<file path="src/rtl/i2c_target_regif_if.sv">
// Register-bus side of the I2C target: address, write strobe/data, read strobe/data.
interface i2c_target_regif_if #(
    parameter int unsigned ADDR_BYTES = 2
);
    logic [8*ADDR_BYTES-1:0] reg_addr;
    logic [7:0]              reg_wdata;
    logic                    reg_we;
    logic                    reg_re;
    logic [7:0]              reg_rdata;

    modport master (output reg_addr, reg_wdata, reg_we, reg_re, input reg_rdata);
    modport slave  (input reg_addr, reg_wdata, reg_we, reg_re, output reg_rdata);
endinterface

</file>
<file path="src/rtl/i2c_target_regif.sv">
// I2C target with oversampled/filtered SCL+SDA, multi-byte register address,
// burst write and burst read with auto-increment over a simple register bus.
module i2c_target_regif #(
    parameter logic [6:0]  DEV_ADDR   = 7'h3C,
    parameter int unsigned ADDR_BYTES = 2,
    parameter int unsigned FILT_LEN   = 3
) (
    input  logic clk_i,
    input  logic rst_n,
    input  logic scl_i,
    input  logic sda_i,
    output logic sda_oe,
    output logic busy,
    i2c_target_regif_if.master rbus
);
    localparam int unsigned AW = 8*ADDR_BYTES;

    typedef enum logic [3:0] {
        IDLE, DEVADDR, DEV_ACK, REGADDR, RA_ACK, WDATA, WD_ACK, RDATA, MACK, IGNORE
    } state_t;

    logic [1:0]          scl_sync, sda_sync;
    logic [FILT_LEN-1:0] scl_hist, sda_hist;
    logic                scl_f, sda_f;
    logic                scl_rise, scl_fall, sda_rise, sda_fall, start, stop;

    // Sync and filter state resets high to match an idle bus.
    always_ff @(posedge clk_i or negedge rst_n) begin
        if (!rst_n) begin
            scl_sync <= '1;
            sda_sync <= '1;
            scl_hist <= '1;
            sda_hist <= '1;
            scl_f    <= 1'b1;
            sda_f    <= 1'b1;
        end else begin
            scl_sync <= {scl_sync[0], scl_i};
            sda_sync <= {sda_sync[0], sda_i};
            scl_hist <= {scl_hist[FILT_LEN-2:0], scl_sync[1]};
            sda_hist <= {sda_hist[FILT_LEN-2:0], sda_sync[1]};
            if (scl_rise)      scl_f <= 1'b1;
            else if (scl_fall) scl_f <= 1'b0;
            if (sda_rise)      sda_f <= 1'b1;
            else if (sda_fall) sda_f <= 1'b0;
        end
    end

    // Events are combinational so the FSM acts on the same edge the filtered level flips.
    always_comb begin
        scl_rise = (&scl_hist) & ~scl_f;
        scl_fall = ~(|scl_hist) & scl_f;
        sda_rise = (&sda_hist) & ~sda_f;
        sda_fall = ~(|sda_hist) & sda_f;
        start    = sda_fall & scl_f;
        stop     = sda_rise & scl_f;
    end

    state_t          state;
    logic [3:0]      bit_cnt;
    logic [1:0]      byte_cnt;
    logic [7:0]      shreg;
    logic [7:0]      rx_byte;
    logic [AW-1:0]   addr_stage;
    logic            rw;
    logic            rd_load;
    logic            mack_ok;

    assign rx_byte = {shreg[6:0], sda_f};

    always_ff @(posedge clk_i or negedge rst_n) begin
        if (!rst_n) begin
            state          <= IDLE;
            bit_cnt        <= '0;
            byte_cnt       <= '0;
            shreg          <= '0;
            addr_stage     <= '0;
            rw             <= 1'b0;
            rd_load        <= 1'b0;
            mack_ok        <= 1'b0;
            sda_oe         <= 1'b0;
            busy           <= 1'b0;
            rbus.reg_addr  <= '0;
            rbus.reg_wdata <= '0;
            rbus.reg_we    <= 1'b0;
            rbus.reg_re    <= 1'b0;
        end else begin
            rbus.reg_we <= 1'b0;
            rbus.reg_re <= 1'b0;
            rd_load     <= rbus.reg_re;
            if (rbus.reg_we) rbus.reg_addr <= rbus.reg_addr + AW'(1);

            if (stop) begin
                state   <= IDLE;
                sda_oe  <= 1'b0;
                busy    <= 1'b0;
                rd_load <= 1'b0;
            end else if (start) begin
                state   <= DEVADDR;
                bit_cnt <= '0;
                sda_oe  <= 1'b0;
                rd_load <= 1'b0;
            end else begin
                case (state)
                    DEVADDR, REGADDR, WDATA: if (scl_rise) begin
                        shreg <= rx_byte;
                        if (bit_cnt == 4'd7) begin
                            bit_cnt <= '0;
                            if (state == DEVADDR) begin
                                rw <= sda_f;
                                if (rx_byte[7:1] == DEV_ADDR) begin
                                    state <= DEV_ACK;
                                    busy  <= 1'b1;
                                end else begin
                                    state <= IGNORE;
                                    busy  <= 1'b0;
                                end
                            end else if (state == REGADDR) begin
                                addr_stage <= (addr_stage << 8) | AW'(rx_byte);
                                state      <= RA_ACK;
                            end else begin
                                rbus.reg_wdata <= rx_byte;
                                rbus.reg_we    <= 1'b1;
                                state          <= WD_ACK;
                            end
                        end else begin
                            bit_cnt <= bit_cnt + 4'd1;
                        end
                    end
                    // In ACK states sda_oe doubles as the phase flag: first fall drives, second releases.
                    DEV_ACK, RA_ACK, WD_ACK: if (scl_fall) begin
                        if (!sda_oe) begin
                            sda_oe <= 1'b1;
                        end else begin
                            sda_oe  <= 1'b0;
                            bit_cnt <= '0;
                            if (state == DEV_ACK) begin
                                if (rw) begin
                                    rbus.reg_re <= 1'b1;
                                    state       <= RDATA;
                                end else begin
                                    byte_cnt <= '0;
                                    state    <= REGADDR;
                                end
                            end else if (state == RA_ACK) begin
                                if (byte_cnt == 2'(ADDR_BYTES-1)) begin
                                    rbus.reg_addr <= addr_stage;
                                    state         <= WDATA;
                                end else begin
                                    byte_cnt <= byte_cnt + 2'd1;
                                    state    <= REGADDR;
                                end
                            end else begin
                                state <= WDATA;
                            end
                        end
                    end
                    RDATA: begin
                        if (rd_load) begin
                            shreg  <= rbus.reg_rdata;
                            sda_oe <= ~rbus.reg_rdata[7];
                        end else if (scl_rise) begin
                            bit_cnt <= bit_cnt + 4'd1;
                        end else if (scl_fall) begin
                            if (bit_cnt == 4'd8) begin
                                sda_oe  <= 1'b0;
                                bit_cnt <= '0;
                                mack_ok <= 1'b0;
                                state   <= MACK;
                            end else begin
                                shreg  <= {shreg[6:0], 1'b0};
                                sda_oe <= ~shreg[6];
                            end
                        end
                    end
                    MACK: begin
                        if (scl_rise) begin
                            if (!sda_f) begin
                                mack_ok       <= 1'b1;
                                rbus.reg_addr <= rbus.reg_addr + AW'(1);
                            end else begin
                                state <= IGNORE;
                            end
                        end else if (scl_fall && mack_ok) begin
                            mack_ok     <= 1'b0;
                            rbus.reg_re <= 1'b1;
                            state       <= RDATA;
                        end
                    end
                    IDLE, IGNORE: ;
                    default: state <= IDLE;
                endcase
            end
        end
    end
endmodule

</file>
<file path="src/flat_wrapper.sv">
// flat-port wrapper written by rule: the top's interface ports become plain ports
module i2c_target_regif_flat 
#(
    parameter logic [6:0]  DEV_ADDR   = 7'h3C,
    parameter int unsigned ADDR_BYTES = 2,
    parameter int unsigned FILT_LEN   = 3
)
  (clk_i, rst_n, scl_i, sda_i, sda_oe, busy, rbus_reg_addr, rbus_reg_wdata, rbus_reg_we, rbus_reg_re, rbus_reg_rdata);
  i2c_target_regif_if #(.ADDR_BYTES(ADDR_BYTES)) rbus_i ();
  input  logic clk_i;
  input  logic rst_n;
  input  logic scl_i;
  input  logic sda_i;
  output logic sda_oe;
  output logic busy;
  output wire logic [$bits(rbus_i.reg_addr)-1:0] rbus_reg_addr;
  output wire logic [$bits(rbus_i.reg_wdata)-1:0] rbus_reg_wdata;
  output wire logic [$bits(rbus_i.reg_we)-1:0] rbus_reg_we;
  output wire logic [$bits(rbus_i.reg_re)-1:0] rbus_reg_re;
  input wire logic [$bits(rbus_i.reg_rdata)-1:0] rbus_reg_rdata;
  assign rbus_reg_addr = rbus_i.reg_addr;
  assign rbus_reg_wdata = rbus_i.reg_wdata;
  assign rbus_reg_we = rbus_i.reg_we;
  assign rbus_reg_re = rbus_i.reg_re;
  assign rbus_i.reg_rdata = rbus_reg_rdata;
  i2c_target_regif #(.DEV_ADDR(DEV_ADDR), .ADDR_BYTES(ADDR_BYTES), .FILT_LEN(FILT_LEN)) u_core (.clk_i(clk_i), .rst_n(rst_n), .scl_i(scl_i), .sda_i(sda_i), .sda_oe(sda_oe), .busy(busy), .rbus(rbus_i));
endmodule
</file>
<file path="config.mk">
export PLATFORM = sky130hd
export DESIGN_NAME = i2c_target_regif_flat
export DESIGN_NICKNAME = d
export VERILOG_FILES = /design/src/rtl/i2c_target_regif_if.sv /design/src/rtl/i2c_target_regif.sv /design/src/flat_wrapper.sv
export SDC_FILE = /design/constraint.sdc
export NUM_CORES = 1
export LEC_CHECK = 0
export ABC_AREA = 1
export BUFFER_PORTS_ARGS = -buffer_cell sky130_fd_sc_hd__clkbuf_2
export CAP_MARGIN = 10
export CORE_AREA = 2 2 101 93
export DETAILED_ROUTE_END_ITERATION = 6
export DIE_AREA = 0 0 103 95
export GPL_TIMING_DRIVEN = 0
export PLACE_DENSITY = 0.73
export RECOVER_POWER = 50
export SYNTH_ARGS = -nofsm -noshare
export SYNTH_HDL_FRONTEND = slang
export SYNTH_SLANG_ARGS = --single-unit
</file>
<file path="constraint.sdc">
create_clock -name clk_i -period 1.4 [get_ports clk_i]
set_input_delay 0.28 -clock clk_i [delete_from_list [all_inputs] [get_ports clk_i]]
set_output_delay 0.28 -clock clk_i [all_outputs]
set_load 0.02 [all_outputs]
</file>
Word level (Yosys, flattened, before mapping):

Cells that the tools add are included.

* bits in registers: 76
* bits of input ports: 12
* output and inout port bits: 28
* word-level logic and storage cells: 213

* $add $sub $neg: 3
* equality and inequality tests: 45
* multiplexer cells: 98
* bitwise gates (word level): 17
* reductions and logical operators: 30

Operators with widths (number)
* 16-bit 2-to-1 mux: 10
* 4-bit 2-to-1 mux: 25
* 1-bit 2-to-1 mux: 43
* 7-bit 2-to-1 mux: 5
* 4-bit by 1-bit != test with 1-bit output, second input constant: 8
* 16-bit case mux with 2 select lines: 1
* 7-bit AND reduction: 3
* 4-bit by 3-bit equality test with 1-bit output, second input constant: 5
* 4-bit case mux with 5 select lines: 1
* 3-bit by 1-bit != test with 1-bit output, second input constant: 6
* 2-bit nonzero test: 9
* 16-bit by 1-bit adder with 16-bit output, second input constant: 1
* 16-bit by 8-bit OR with 16-bit output: 1
* 8-bit AND reduction: 2
* 7-bit case mux with 2 select lines: 1
* 4-bit equality test, second input constant: 3
* 4-bit case mux with 3 select lines: 1
* 3-bit OR reduction: 4
* 11-bit AND reduction: 1
* 2-bit 2-to-1 mux: 5
* 5-bit by 1-bit != test with 1-bit output, second input constant: 2
* 1-bit inverter: 10
* 3-bit 2-to-1 mux: 3
* 9-bit AND reduction: 1
* other kinds (24): 42

Depth between registers and ports, before layout:

Gate-level depths: netlist of run 1.

* depth after elaboration: 10
* mapped depth: 14
* mapped depth without buffers: 13

Least setup slack after synthesis of run 1:

OpenSTA, ideal clock, no wires.

* kind: reg-to-reg
* from: register u_core.rbus.reg_addr[0]
* to: register u_core.rbus.reg_addr[10]
* setup time: 124 ps
* data arrival time: 1556 ps
* required time: 1276 ps
* path slack: -280 ps
* cell stages (with the launch flop): 11
* path buffers: 0
* period minus slack after synthesis: 1680 ps
* cells stage by stage: dfrtp_1 -> ha_1 -> nand2_1 -> inv_1 -> nand3_1 -> inv_1 -> nand3_1 -> o21ai_0 -> nand2_1 -> o211ai_1 -> nand2_1

* longest elaborated chain between the ends: 10
* elaborated cells on any way between the ends: 12
* those cells by class: 1 x add/sub; 11 x mux

RTL lines
* start: declaration: RTL line i2c_target_regif_if.sv:11 `modport master (output reg_addr, reg_wdata, reg_we, reg_re, input reg_rdata);`
* start signal: assignment: RTL line i2c_target_regif.sv:90 `if (rbus.reg_we) rbus.reg_addr <= rbus.reg_addr + AW'(1);`
* start signal: assignment: RTL line i2c_target_regif.sv:146 `rbus.reg_addr <= addr_stage;`
* start signal: assignment: RTL line i2c_target_regif.sv:179 `rbus.reg_addr <= rbus.reg_addr + AW'(1);`
* 16-bit by 1-bit adder with 16-bit output *: RTL line i2c_target_regif.sv:90, i2c_target_regif.sv:179
* 16-bit 2-to-1 mux: RTL line i2c_target_regif.sv:90
* 16-bit 2-to-1 mux: RTL line i2c_target_regif.sv:145 `if (byte_cnt == 2'(ADDR_BYTES-1)) begin`
* 16-bit 2-to-1 mux: RTL line i2c_target_regif.sv:144 `end else if (state == RA_ACK) begin`
* 16-bit 2-to-1 mux: RTL line i2c_target_regif.sv:136 `if (state == DEV_ACK) begin`
* 16-bit 2-to-1 mux: RTL line i2c_target_regif.sv:131 `if (!sda_oe) begin`
* 16-bit 2-to-1 mux: RTL line i2c_target_regif.sv:130 `DEV_ACK, RA_ACK, WD_ACK: if (scl_fall) begin`
* 16-bit case mux with 2 select lines: RTL line i2c_target_regif.sv:103 `case (state)`
* 16-bit 2-to-1 mux: RTL line i2c_target_regif.sv:97 `end else if (start) begin`
* 16-bit 2-to-1 mux *: RTL line i2c_target_regif.sv:92 `if (stop) begin`

Every way passes the cells marked *; elsewhere a longest branch is shown, timed or not.
A chain may end at the register's enable or synchronous reset.

Worst setup path after layout of run 1:

* from: register u_core.scl_hist[0]
* to: register u_core.rbus.reg_wdata[7]

* longest elaborated chain between the ends: 3

RTL lines
* start: declaration: RTL line i2c_target_regif.sv:23 `logic [FILT_LEN-1:0] scl_hist, sda_hist;`
* start signal: assignment: RTL line i2c_target_regif.sv:39 `scl_hist <= {scl_hist[FILT_LEN-2:0], scl_sync[1]};`
* 3-bit AND reduction: RTL line i2c_target_regif.sv:50 `scl_rise = (&scl_hist) & ~scl_f;`
* 1-bit bitwise AND: RTL line i2c_target_regif.sv:50
* 7-bit AND reduction (no line)
* end signal: assignment: RTL line i2c_target_regif.sv:121 `rbus.reg_wdata <= rx_byte;`
* end: declaration: RTL line i2c_target_regif_if.sv:11

Every way passes these cells.

==> results of run 1 <==
power groups by stage:
stage / clock (mW) / sequential, mW / combinational (mW)
after floorplan: 0 / 2.48 / 0.586
after global placement: 0 / 2.48 / 0.783
after detailed placement: 0 / 2.49 / 0.808
after CTS: 1.82 / 2.45 / 1.04
after global routing: 1.92 / 2.47 / 1.21
final: 1.82 / 2.45 / 1.11
timing repair:
item / CTS / global route
pin swaps: 38 / 23
resized for setup: 131 / 64
endpoints found under the setup margin: 63 / 64
buffers inserted: 39 / 10
gates cloned: 7 / 1
endpoints found under the hold margin: 23 / 0
hold buffers: 3 / 0
sequential cells by signal, summed over array words and instances, names as in the netlist, 2 cells and up:
register,cells
u_core.scl_sync,2
u_core.scl_hist,3
u_core.byte_cnt,2
u_core.shreg,7
u_core.addr_stage,16
u_core.sda_hist,3
u_core.sda_sync,2
u_core.bit_cnt,4
u_core.state,4
u_core.rbus.reg_addr,16
u_core.rbus.reg_wdata,8
cells in the mapped netlist, types with 2 or more instances:
| cell | n | share of area, % |
|---|---|---|
| o21ai_0 | 42 | 4.6 |
| xor2_1 | 7 | 1.3 |
| nor2_1 | 52 | 4.3 |
| o22ai_1 | 4 | 0.55 |
| nand3_4 | 2 | 0.76 |
| ha_1 | 4 | 1.1 |
| nand2_1 | 194 | 16 |
| dfrtp_1 | 64 | 35 |
| dfstp_2 | 12 | 6.9 |
| nand3_2 | 2 | 0.44 |
| inv_1 | 53 | 4.3 |
| nor2_2 | 5 | 0.68 |
| o21bai_1 | 2 | 0.33 |
| nand4_1 | 5 | 0.68 |
| or2_2 | 3 | 0.41 |
| nand2_2 | 14 | 1.9 |
| mux2_2 | 4 | 0.98 |
| a21oi_2 | 2 | 0.38 |
| xnor2_1 | 3 | 0.57 |
| o21ai_1 | 13 | 1.4 |
| nor3_1 | 6 | 0.65 |
| nand2_4 | 8 | 2.0 |
| clkbuf_1 | 3 | 0.25 |
| nand4_4 | 3 | 1.4 |
| buf_2 | 5 | 0.55 |
| o211ai_1 | 6 | 0.98 |
| inv_2 | 11 | 0.90 |
| a21oi_1 | 18 | 2.0 |
| buf_6 | 3 | 0.74 |
| nand4_2 | 2 | 0.55 |
| inv_4 | 4 | 0.55 |
| nand3_1 | 40 | 4.4 |
critical path: cells and delay by family (launching register included):
family	cells	cell delay (ns)
AND/OR/NAND/NOR	4	0.67
flip-flops	1	0.60
buffers and inverters	3	0.28
AO/OA/AOI/OAI	1	0.05
cell families after synthesis:
| kind of cell | after synthesis |
|---|---|
| and+or+nand+nor | 340 |
| AOI/OAI and AO/OA | 93 |
| buffers and inverters | 80 |
| DFF | 76 |
| xor gates and xnor gates | 10 |
| muxes | 5 |
| adders and majority gates | 4 |
final cells by class:
type / count / area, um^2
Sequential cell: 76 / 1920
Clock inverter: 3 / 21.3
Clock buffer: 13 / 191
Buffer: 12 / 123
Tap cell: 122 / 153
Multi-Input combinational cell: 453 / 2880
Inverter: 68 / 313
Fill cell: 639 / 2430
Timing Repair Buffer: 98 / 807
metal layers:
metal | GRT usage, % | vias up | wire [um]
met3 | 5.63 | 45 | 996
met1 | 39.3 | 2232 | 5890
met2 | 45.8 | 221 | 6390
met4 | 11.7 | 0 | 470
li1 | - | 2199 | -
met5 | 0 | - | 0
how the worst max path moves through the flow:
stage / from / endpoint / depth (start not counted)
3_5_place_dp: u_core.scl_hist[0] / u_core.rbus.reg_wdata[7] / 8
6_report: u_core.scl_hist[0] / u_core.rbus.reg_wdata[7] / 8
2_1_floorplan: u_core.scl_f / u_core.state[1] / 9
5_1_grt: u_core.scl_f / u_core.rbus.reg_addr[8] / 10
3_3_place_gp: rst_n / u_core.rbus.reg_addr[1] / 1
4_1_cts: u_core.scl_hist[1] / u_core.rbus.reg_addr[8] / 9
==> results.md, run 1 <==
- Fraction of synthesized area in multiplexers: 1.20%
- Async set or reset register ratio after synthesis: 100%
- Setup CP Type: register to register
- Final antenna-violating net count: 0
- Placed cell count: 770
- Cell area after layout: 6410 um^2
- Status: finished with violations
- EDFF count, synth: 0
- CTS tree: done
- # DRC: 0
- Largest net degree at the start of global routing: 44
- Final wirelength: 13800 um
- Worst path max stage delay: 0.60 ns
- Sw Share: 31.4%
- Net count after synthesis: 624
- Clk sink count: 76
- Final hold violations: 0
- Synthesized area: 4590 um^2
- Worst EP arrival: 1.96 ns
- Reg2Reg Launch Point: u_core.scl_hist[0]
- Worst-skew pair later-pin latency: 0.36 ns
- Seq pwr share: 45.6%
- Tot Pwr: 5.37 mW
- Switch Pwr: 1.69 mW
- Worst reg2reg endpoint: u_core.rbus.reg_wdata[7]
- Row count: 33
- Unrepaired setup endpoints after global routing: true
- Drt pass-1 iters: 5
- Post-detail-place hpwl: 8510 um
- Initial Utilization: 51.9%
- Register area share after synthesis: 41.8%
- Die W: 103 um
- Clock skew: 0.0102 ns
- Share of layout cells above drive strength 1: 41.8%
- Ys Warns: 0
- GPL Wtd Cong: 0.999
- Xor-xnor portion of the synthesized cell area: 1.91%
- Synth cell types: 44
- Worst slew margin: 42.7%
- Die Ht: 95 um
- Post-place setup slack: -0.409 ns
- Fmax: 583 MHz
- H-tree depth: 3
- FF-to-FF setup slack: -0.32 ns
- NumNets Final: 734
- Vias: 4697
- Tcrit/Tclk final: 123%
- Area Overhead vs Synth: 39.7%
- Period minus WS final: 1.72 ns
- Core Util, Final: 72.5%
- Critical-path cell with the highest stage delay: dfstp_2
- Initial drt markers: 293
- Non-Filler Instances: 845
- Tot GR Track Use: 29.1%
- Most frequent cells in the layout: nand2_1 (163), dfrtp_1 (59), inv_1 (41)
- WP data required: 1.64 ns
- IO buf count: 39
- Clock power share: 33.8%
- Worst reg2reg path depth: 8
- Pwr per Cell Area: 839 nW/um^2
- Commonest non-fill, non-tap cell in the layout: nand2_1
- Grt total ovfl: 0
- Complex-gate fraction of the synthesized area: 11.6%
- Vias per cell: 5.56
- Most used cell, CP: nor2_4
- Diodes inserted: 0
- Core area: 8840 um^2
- Clock-pin slew reported for the worst setup and hold paths after clock tree synthesis: 0.09 ns
- I/O pin count: 40
- Worst hold start: rbus_reg_rdata[7]
- Internal: 3.69 mW
- Post-synthesis simple-gate area fraction: 34.9%
- Root Driver: clkbuf_8
- Synthesized flop and latch total: 76
- WHS: 0.251 ns
- Hold Path Class: input port to register
- Synthesized area per cell: 7.55 um^2
- WL per Instance: 16.3 um
- Slew Limit Fails: 0
- Crit path launch type: register
- Crit. End Element: register
- TritonCTS Buffers: 9
- Static Leak: 3.07 nW
- WHS Endpoint: u_core.sda_oe
- Max-cap violations: 0
- Cell Area, Placed: 5060 um^2
- Violated checks: negative setup slack
- Post-route setup slack: -0.315 ns
- Mapped Cells: 608
- Worst Hold Depth: 4
- Post-synthesis adder-cell area fraction: 1.09%
- Peak fanout along the critical path: 8
- Worst VDD drop: 818 uV
- Die area: 9790 um^2
- Final setup TNS: -15.21 ns
- First-pass GRT wire length: 21900 um
- Predominant post-synthesis flop cell: dfrtp_1
- CTS max path bufs: 2
- Vias in the first global route: 4420
- Setup Viol. Count Final: 63
- Worst slew pin tran: 0.860 ns
- Logic gate share of total power: 20.6%
- Critical path cell sequence: nand4_4 > nor2_4 > inv_2 > nor2_4 > inv_4 > buf_6 > nand2_2 > o21ai_2
- Initial antenna violation count: 0
- Main combinational cell family by area after synthesis: simple AND/OR/NAND/NOR gates
Note: power is estimated with default switching activity, not from simulation.
==> inputs of run 2 (changes only) <==
Settings changed: BUFFER_PORTS_ARGS -buffer_cell sky130_fd_sc_hd__clkbuf_2 to -buffer_cell sky130_fd_sc_hd__buf_4.
==> results.md, run 2 (synthesis results as in run 1) <==
- Status: finished with violations
- Violated checks: negative setup slack
- IO buf count: 39
- Most frequent cells in the layout: nand2_1 (157), buf_4 (73), dfrtp_1 (59)
- Unrepaired setup endpoints after global routing: true
- # hold bufs at CTS: 0
- Worst hold start: sda_i
- Root Driver: clkbuf_8
- Fmax: 584 MHz
- # DRC: 0
- Initial drt markers: 410
- Crit path launch type: register
- Worst slew pin tran: 1.03 ns
- Die area: 9790 um^2
- Diodes inserted: 0
- Worst VDD drop: 605 uV
- Drt pass-1 iters: 5
- Initial Utilization: 51.9%
- Crit. End Element: register
- Cell Area, Placed: 5130 um^2
- Cell area after layout: 6390 um^2
- Largest registers: u_core.addr_stage: 16 flops, u_core.rbus.reg_addr: 16 flops, u_core.rbus.reg_wdata: 8 flops
- TritonCTS Buffers: 9
- Switch Pwr: 1.65 mW
- Static Leak: 3.07 nW
- # fillers: 671
- Worst reg2reg path depth: 9
- Period minus WS final: 1.71 ns
- Share of layout cells above drive strength 1: 40.7%
- WL per Instance: 16.4 um
- Commonest non-fill, non-tap cell in the layout: nand2_1
- Row count: 33
- Initial antenna violation count: 0
- Worst slew margin: 31.2%
- Worst reg2reg endpoint: u_core.rbus.reg_addr[8]
- GPL Wtd Cong: 0.980
- Sw Share: 32.4%
- Vias: 4656
- Core area: 8840 um^2
- Internal: 3.45 mW
- Vias in the first global route: 4477
- Slew Limit Fails: 0
- WP data required: 1.69 ns
- Clock-pin slew reported for the worst setup and hold paths after clock tree synthesis: 0.09 ns
- Die W: 103 um
- CTS tree: done
- First-pass GRT wire length: 21700 um
- Grt total ovfl: 0
- CTS max path bufs: 2
- WHS: 0.0382 ns
- Final setup TNS: -14.25 ns
- Post-route setup slack: -0.311 ns
- FF-to-FF setup slack: -0.31 ns
- Clock skew: 0.0135 ns
- Hold Path Class: input port to register
- Core Util, Final: 72.3%
- Logic gate share of total power: 21.1%
- Setup Viol. Count Final: 64
- Final wirelength: 13900 um
- Vias per cell: 5.50
- Final hold violations: 0
- Worst Hold Depth: 1
- Clock power share: 30.9%
- H-tree depth: 3
- Tot GR Track Use: 28.8%
- Final antenna-violating net count: 0
- Die Ht: 95 um
- Worst EP arrival: 2.00 ns
- I/O pin count: 40
- Post-detail-place hpwl: 8500 um
- Reg2Reg Launch Point: u_core.scl_hist[0]
- Clk sink count: 76
- Area Overhead vs Synth: 39.2%
- Worst-skew pair later-pin latency: 0.35 ns
- Seq pwr share: 48.0%
- Peak fanout along the critical path: 8
- Largest net degree at the start of global routing: 77
- Tcrit/Tclk final: 122%
- Max-cap violations: 0
- NumNets Final: 735
- WHS Endpoint: u_core.sda_sync[0]
- Pwr per Cell Area: 798 nW/um^2
- Setup CP Type: register to register
==> run 2: cell types whose count changed in the layout (fill, tap and decap cells not counted), sizes merged <==
cell / delta
buf: +42
clkinv: +2
clkinvlp: +2
inv: -2
dlygate4sd3: -3
clkbuf: -40
==> run 2: critical path: stages (launching register included) <==
cell	delay, ns
dfstp_2	0.57
nand4_4	0.20
clkinv_4	0.14
nand3_4	0.13
inv_4	0.14
nand3_1	0.10
and2_0	0.18
nand2_1	0.08
nand2_1	0.05
nand2_1	0.06
==> run 2: area by class of cell <==
cell class | count | area, um^2 | share of cell area (%)
Multi-Input combinational cell | 453 | 2820 | 44.1
Sequential cell | 76 | 1920 | 30.1
Timing Repair Buffer | 99 | 888 | 13.9
Inverter | 68 | 309 | 4.84
Tap cell | 122 | 153 | 2.39
Clock buffer | 11 | 141 | 2.21
Buffer | 12 | 119 | 1.86
Clock inverter | 5 | 35.0 | 0.549
==> run 2: worst max-delay path by stage <==
stage                     cells past startpoint          startpoint                       end  slack [ns]
final                                         9  u_core.scl_hist[0]   u_core.rbus.reg_addr[8]       -0.31
after floorplan                               9        u_core.scl_f           u_core.state[1]       -0.13
after CTS                                    10  u_core.scl_hist[2]           u_core.state[3]       -0.28
after global routing                          9  u_core.scl_hist[0]   u_core.rbus.reg_addr[8]       -0.43
after global placement                        8  u_core.scl_hist[0]  u_core.rbus.reg_wdata[0]       -0.36
after detailed placement                      8  u_core.scl_hist[0]  u_core.rbus.reg_wdata[7]       -0.41
==> run 2: timing repair <==
item                       in CTS  in global routing
resized for setup             107                 70
cloned                          6                  1
setup endpoints to repair      63                 64
buffers inserted               42                 13
pin swaps                      34                 31
==> run 2: power by group through the flow <==
stage	clock, mW	combinational (mW)	sequential (mW)
3_5_place_dp	0	0.817	2.49
6_report	1.57	1.08	2.45
3_3_place_gp	0	0.802	2.48
2_1_floorplan	0	0.586	2.48
5_1_grt	1.68	1.18	2.46
4_1_cts	1.60	0.961	2.45
==> run 2: per-stage QoR <==
step / total power [mW] / setup WS [ns] / instances
2_1_floorplan: 3.07 / -0.127 / 608
3_3_place_gp: 3.29 / -0.364 / 769
3_5_place_dp: 3.31 / -0.411 / 769
4_1_cts: 5.01 / -0.279 / 833
5_1_grt: 5.32 / -0.435 / 846
6_report: 5.10 / -0.311 / 846
==> run 2: metal layers <==
metal  part of all wire [%]  GRT usage [%]
met1                     43           38.9
met2                     48           46.8
met3                    6.3           4.89
met4                    2.8           9.87
met5                      0              0
==> inputs of run 3 (changes only) <==
Settings changed: ABC_AREA 1 to unset, CORE_AREA 2 2 101 93 to 2 2 97 90, DIE_AREA 0 0 103 95 to 0 0 99 92.
==> results.md, run 3 <==
- Leading area contributor after synthesis: dfrtp_1
- Clock-pin slew reported for the worst setup and hold paths after clock tree synthesis: 0.09 ns
- IO buf count: 39
- Core Util, Final: 70.2%
- Worst EP arrival: 2.43 ns
- # DRC: 0
- List of most frequent post-synthesis cells: dfrtp_1 (64), nand2_1 (36), nor2_1 (28)
- EDFF count, synth: 0
- Row count: 32
- Post-detail-place hpwl: 7480 um
- Most frequent cells in the layout: buf_4 (65), dfrtp_1 (57), nand2_1 (27)
- Vias in the first global route: 3824
- Synth cell types: 66
- Static Leak: 2.51 nW
- Clock skew: 0.00986 ns
- Grt total ovfl: 0
- Post-route setup slack: -0.787 ns
- Slew Limit Fails: 0
- First-pass GRT wire length: 19700 um
- Root Driver: clkbuf_8
- Vias per cell: 6.14
- Unrepaired setup endpoints after global routing: true
- Worst-skew pair later-pin latency: 0.36 ns
- NumNets Final: 527
- Worst slew pin tran: 1.06 ns
- Period minus WS final: 2.19 ns
- WHS: 0.0263 ns
- Status: finished with violations
- Clk sink count: 76
- Synthesized flop and latch total: 76
- WL per Instance: 19.8 um
- Area contributors post-synth: dfrtp_1 (38%), dfstp_2 (7.4%), mux2_2 (5.6%)
- H-tree depth: 3
- Synthesized area per cell: 10.1 um^2
- Net count after synthesis: 437
- Synthesized area: 4250 um^2
- Top-count cell post-synth: dfrtp_1
- Final hold violations: 0
- Peak fanout along the critical path: 4
- Vias: 3794
- Largest registers: u_core.addr_stage: 16 flops, u_core.rbus.reg_addr: 16 flops, u_core.rbus.reg_wdata: 8 flops
- Initial drt markers: 333
- Share of layout cells above drive strength 1: 47.9%
- Worst slew margin: 29.6%
- Mapped Cells: 421
- Final antenna-violating net count: 0
- Ys Warns: 0
- WP data required: 1.64 ns
- GPL Wtd Cong: 0.961
- TritonCTS Buffers: 9
- CTS tree: done
- Tcrit/Tclk final: 156%
- Initial Utilization: 51.7%
- Top cell type's share of synthesized area: 37.7%
- Tot GR Track Use: 27.2%
- Final wirelength: 12200 um
- Register area share after synthesis: 45.1%
- Core area: 8210 um^2
- Predominant post-synthesis flop cell: dfrtp_1
- Setup CP Type: register to register
- Worst VDD drop: 824 uV
- Setup Viol. Count Final: 64
- Fmax: 457 MHz
- Largest net degree at the start of global routing: 77
- Die W: 99 um
- Placed cell count: 562
- Pwr per Cell Area: 1100 nW/um^2
- Post-place setup slack: -0.915 ns
- Die area: 9110 um^2
- Non-Filler Instances: 618
- Diodes inserted: 0
- Async set or reset register ratio after synthesis: 100%
- Drt pass-1 iters: 5
- Hold Path Class: input port to register
- Die Ht: 92 um
- Area Overhead vs Synth: 35.8%
- # hold bufs at CTS: 0
- Crit. End Element: register
- Initial antenna violation count: 0
- CTS max path bufs: 2
- Commonest non-fill, non-tap cell in the layout: buf_4
- Tot Pwr: 6.33 mW
- I/O pin count: 40
- Crit path launch type: register
- Max-cap violations: 0
- Violated checks: negative setup slack
## run 3: final cells by class
cell class                      count  area (um^2)
Clock inverter                      7         56.3
Buffer                             25          214
Timing Repair Buffer               78          644
Clock buffer                        9          124
Inverter                           12         45.0
Fill cell                         601         2440
Tap cell                          102          128
Multi-Input combinational cell    309         2630
Sequential cell                    76         1930
## run 3: logic make-up (layout without fill, tap and decap cells)
| family | count (synthesis) | count (layout) | synth area share, % |
|---|---|---|---|
| xor+xnor | 26 | 26 | 5.36 |
| simple gates | 143 | 144 | 19.4 |
| flops | 76 | 76 | 45.1 |
| buf+inv | 37 | 131 | 3.86 |
| compound gates | 101 | 101 | 15.9 |
| fa+ha+maj | 5 | 5 | 1.41 |
| mux | 33 | 33 | 8.87 |
## run 3: worst max-delay path, cell delays in order (launching register included)
cell and delay (ns):
dfstp_2 0.56, nor4b_4 0.33, buf_4 0.22, nand2_4 0.06, a31oi_4 0.19, o211ai_1 0.12, a21o_2 0.29, mux2_4 0.31
## run 3: final timing paths
path | end | start | slack, ns | depth (start not counted)
setup / recovery | u_core.state[1] | u_core.scl_f | -0.79 | 7
hold / removal | u_core.sda_sync[0] | sda_i | 0.03 | 1
setup reg to reg | u_core.state[1] | u_core.scl_f | -0.79 | 7
hold reg to reg | u_core.scl_hist[0] | u_core.scl_sync[1] | 0.36 | 0
max in group asynchronous | u_core.state[0] | rst_n | 0.52 | 1
min in group asynchronous | u_core.state[2] | rst_n | 0.11 | 1
## run 3: timing repair
item / CTS / global route
gates resized for setup: 62 / 27
setup endpoints to repair: 64 / 64
setup buffers: 26 / 14
gates cloned: 2 / 2
hold endpoints to repair: 0 / 0
pin swaps: 18 / 19
## run 3: per-layer routing
layer / track usage [%] / share of wire [%] / wire (um)
met1: 39.5 / 42 / 5160
met2: 41.7 / 47 / 5770
met3: 3.43 / 7.4 / 907
met4: 10.3 / 3.2 / 394
met5: 0 / 0 / 0
## run 3: where the power goes
part	switching, mW	internal (mW)
Combinational	1.26	0.963
Clock	0.947	0.670
Sequential	0.150	2.34
## run 3: stage by stage
step,setup TNS (ns),area (um^2)
2_1_floorplan,-18.08,4470
3_3_place_gp,-35.40,4890
3_5_place_dp,-36.13,4890
4_1_cts,-32.87,5560
5_1_grt,-40.62,5770
6_report,-36.28,5770
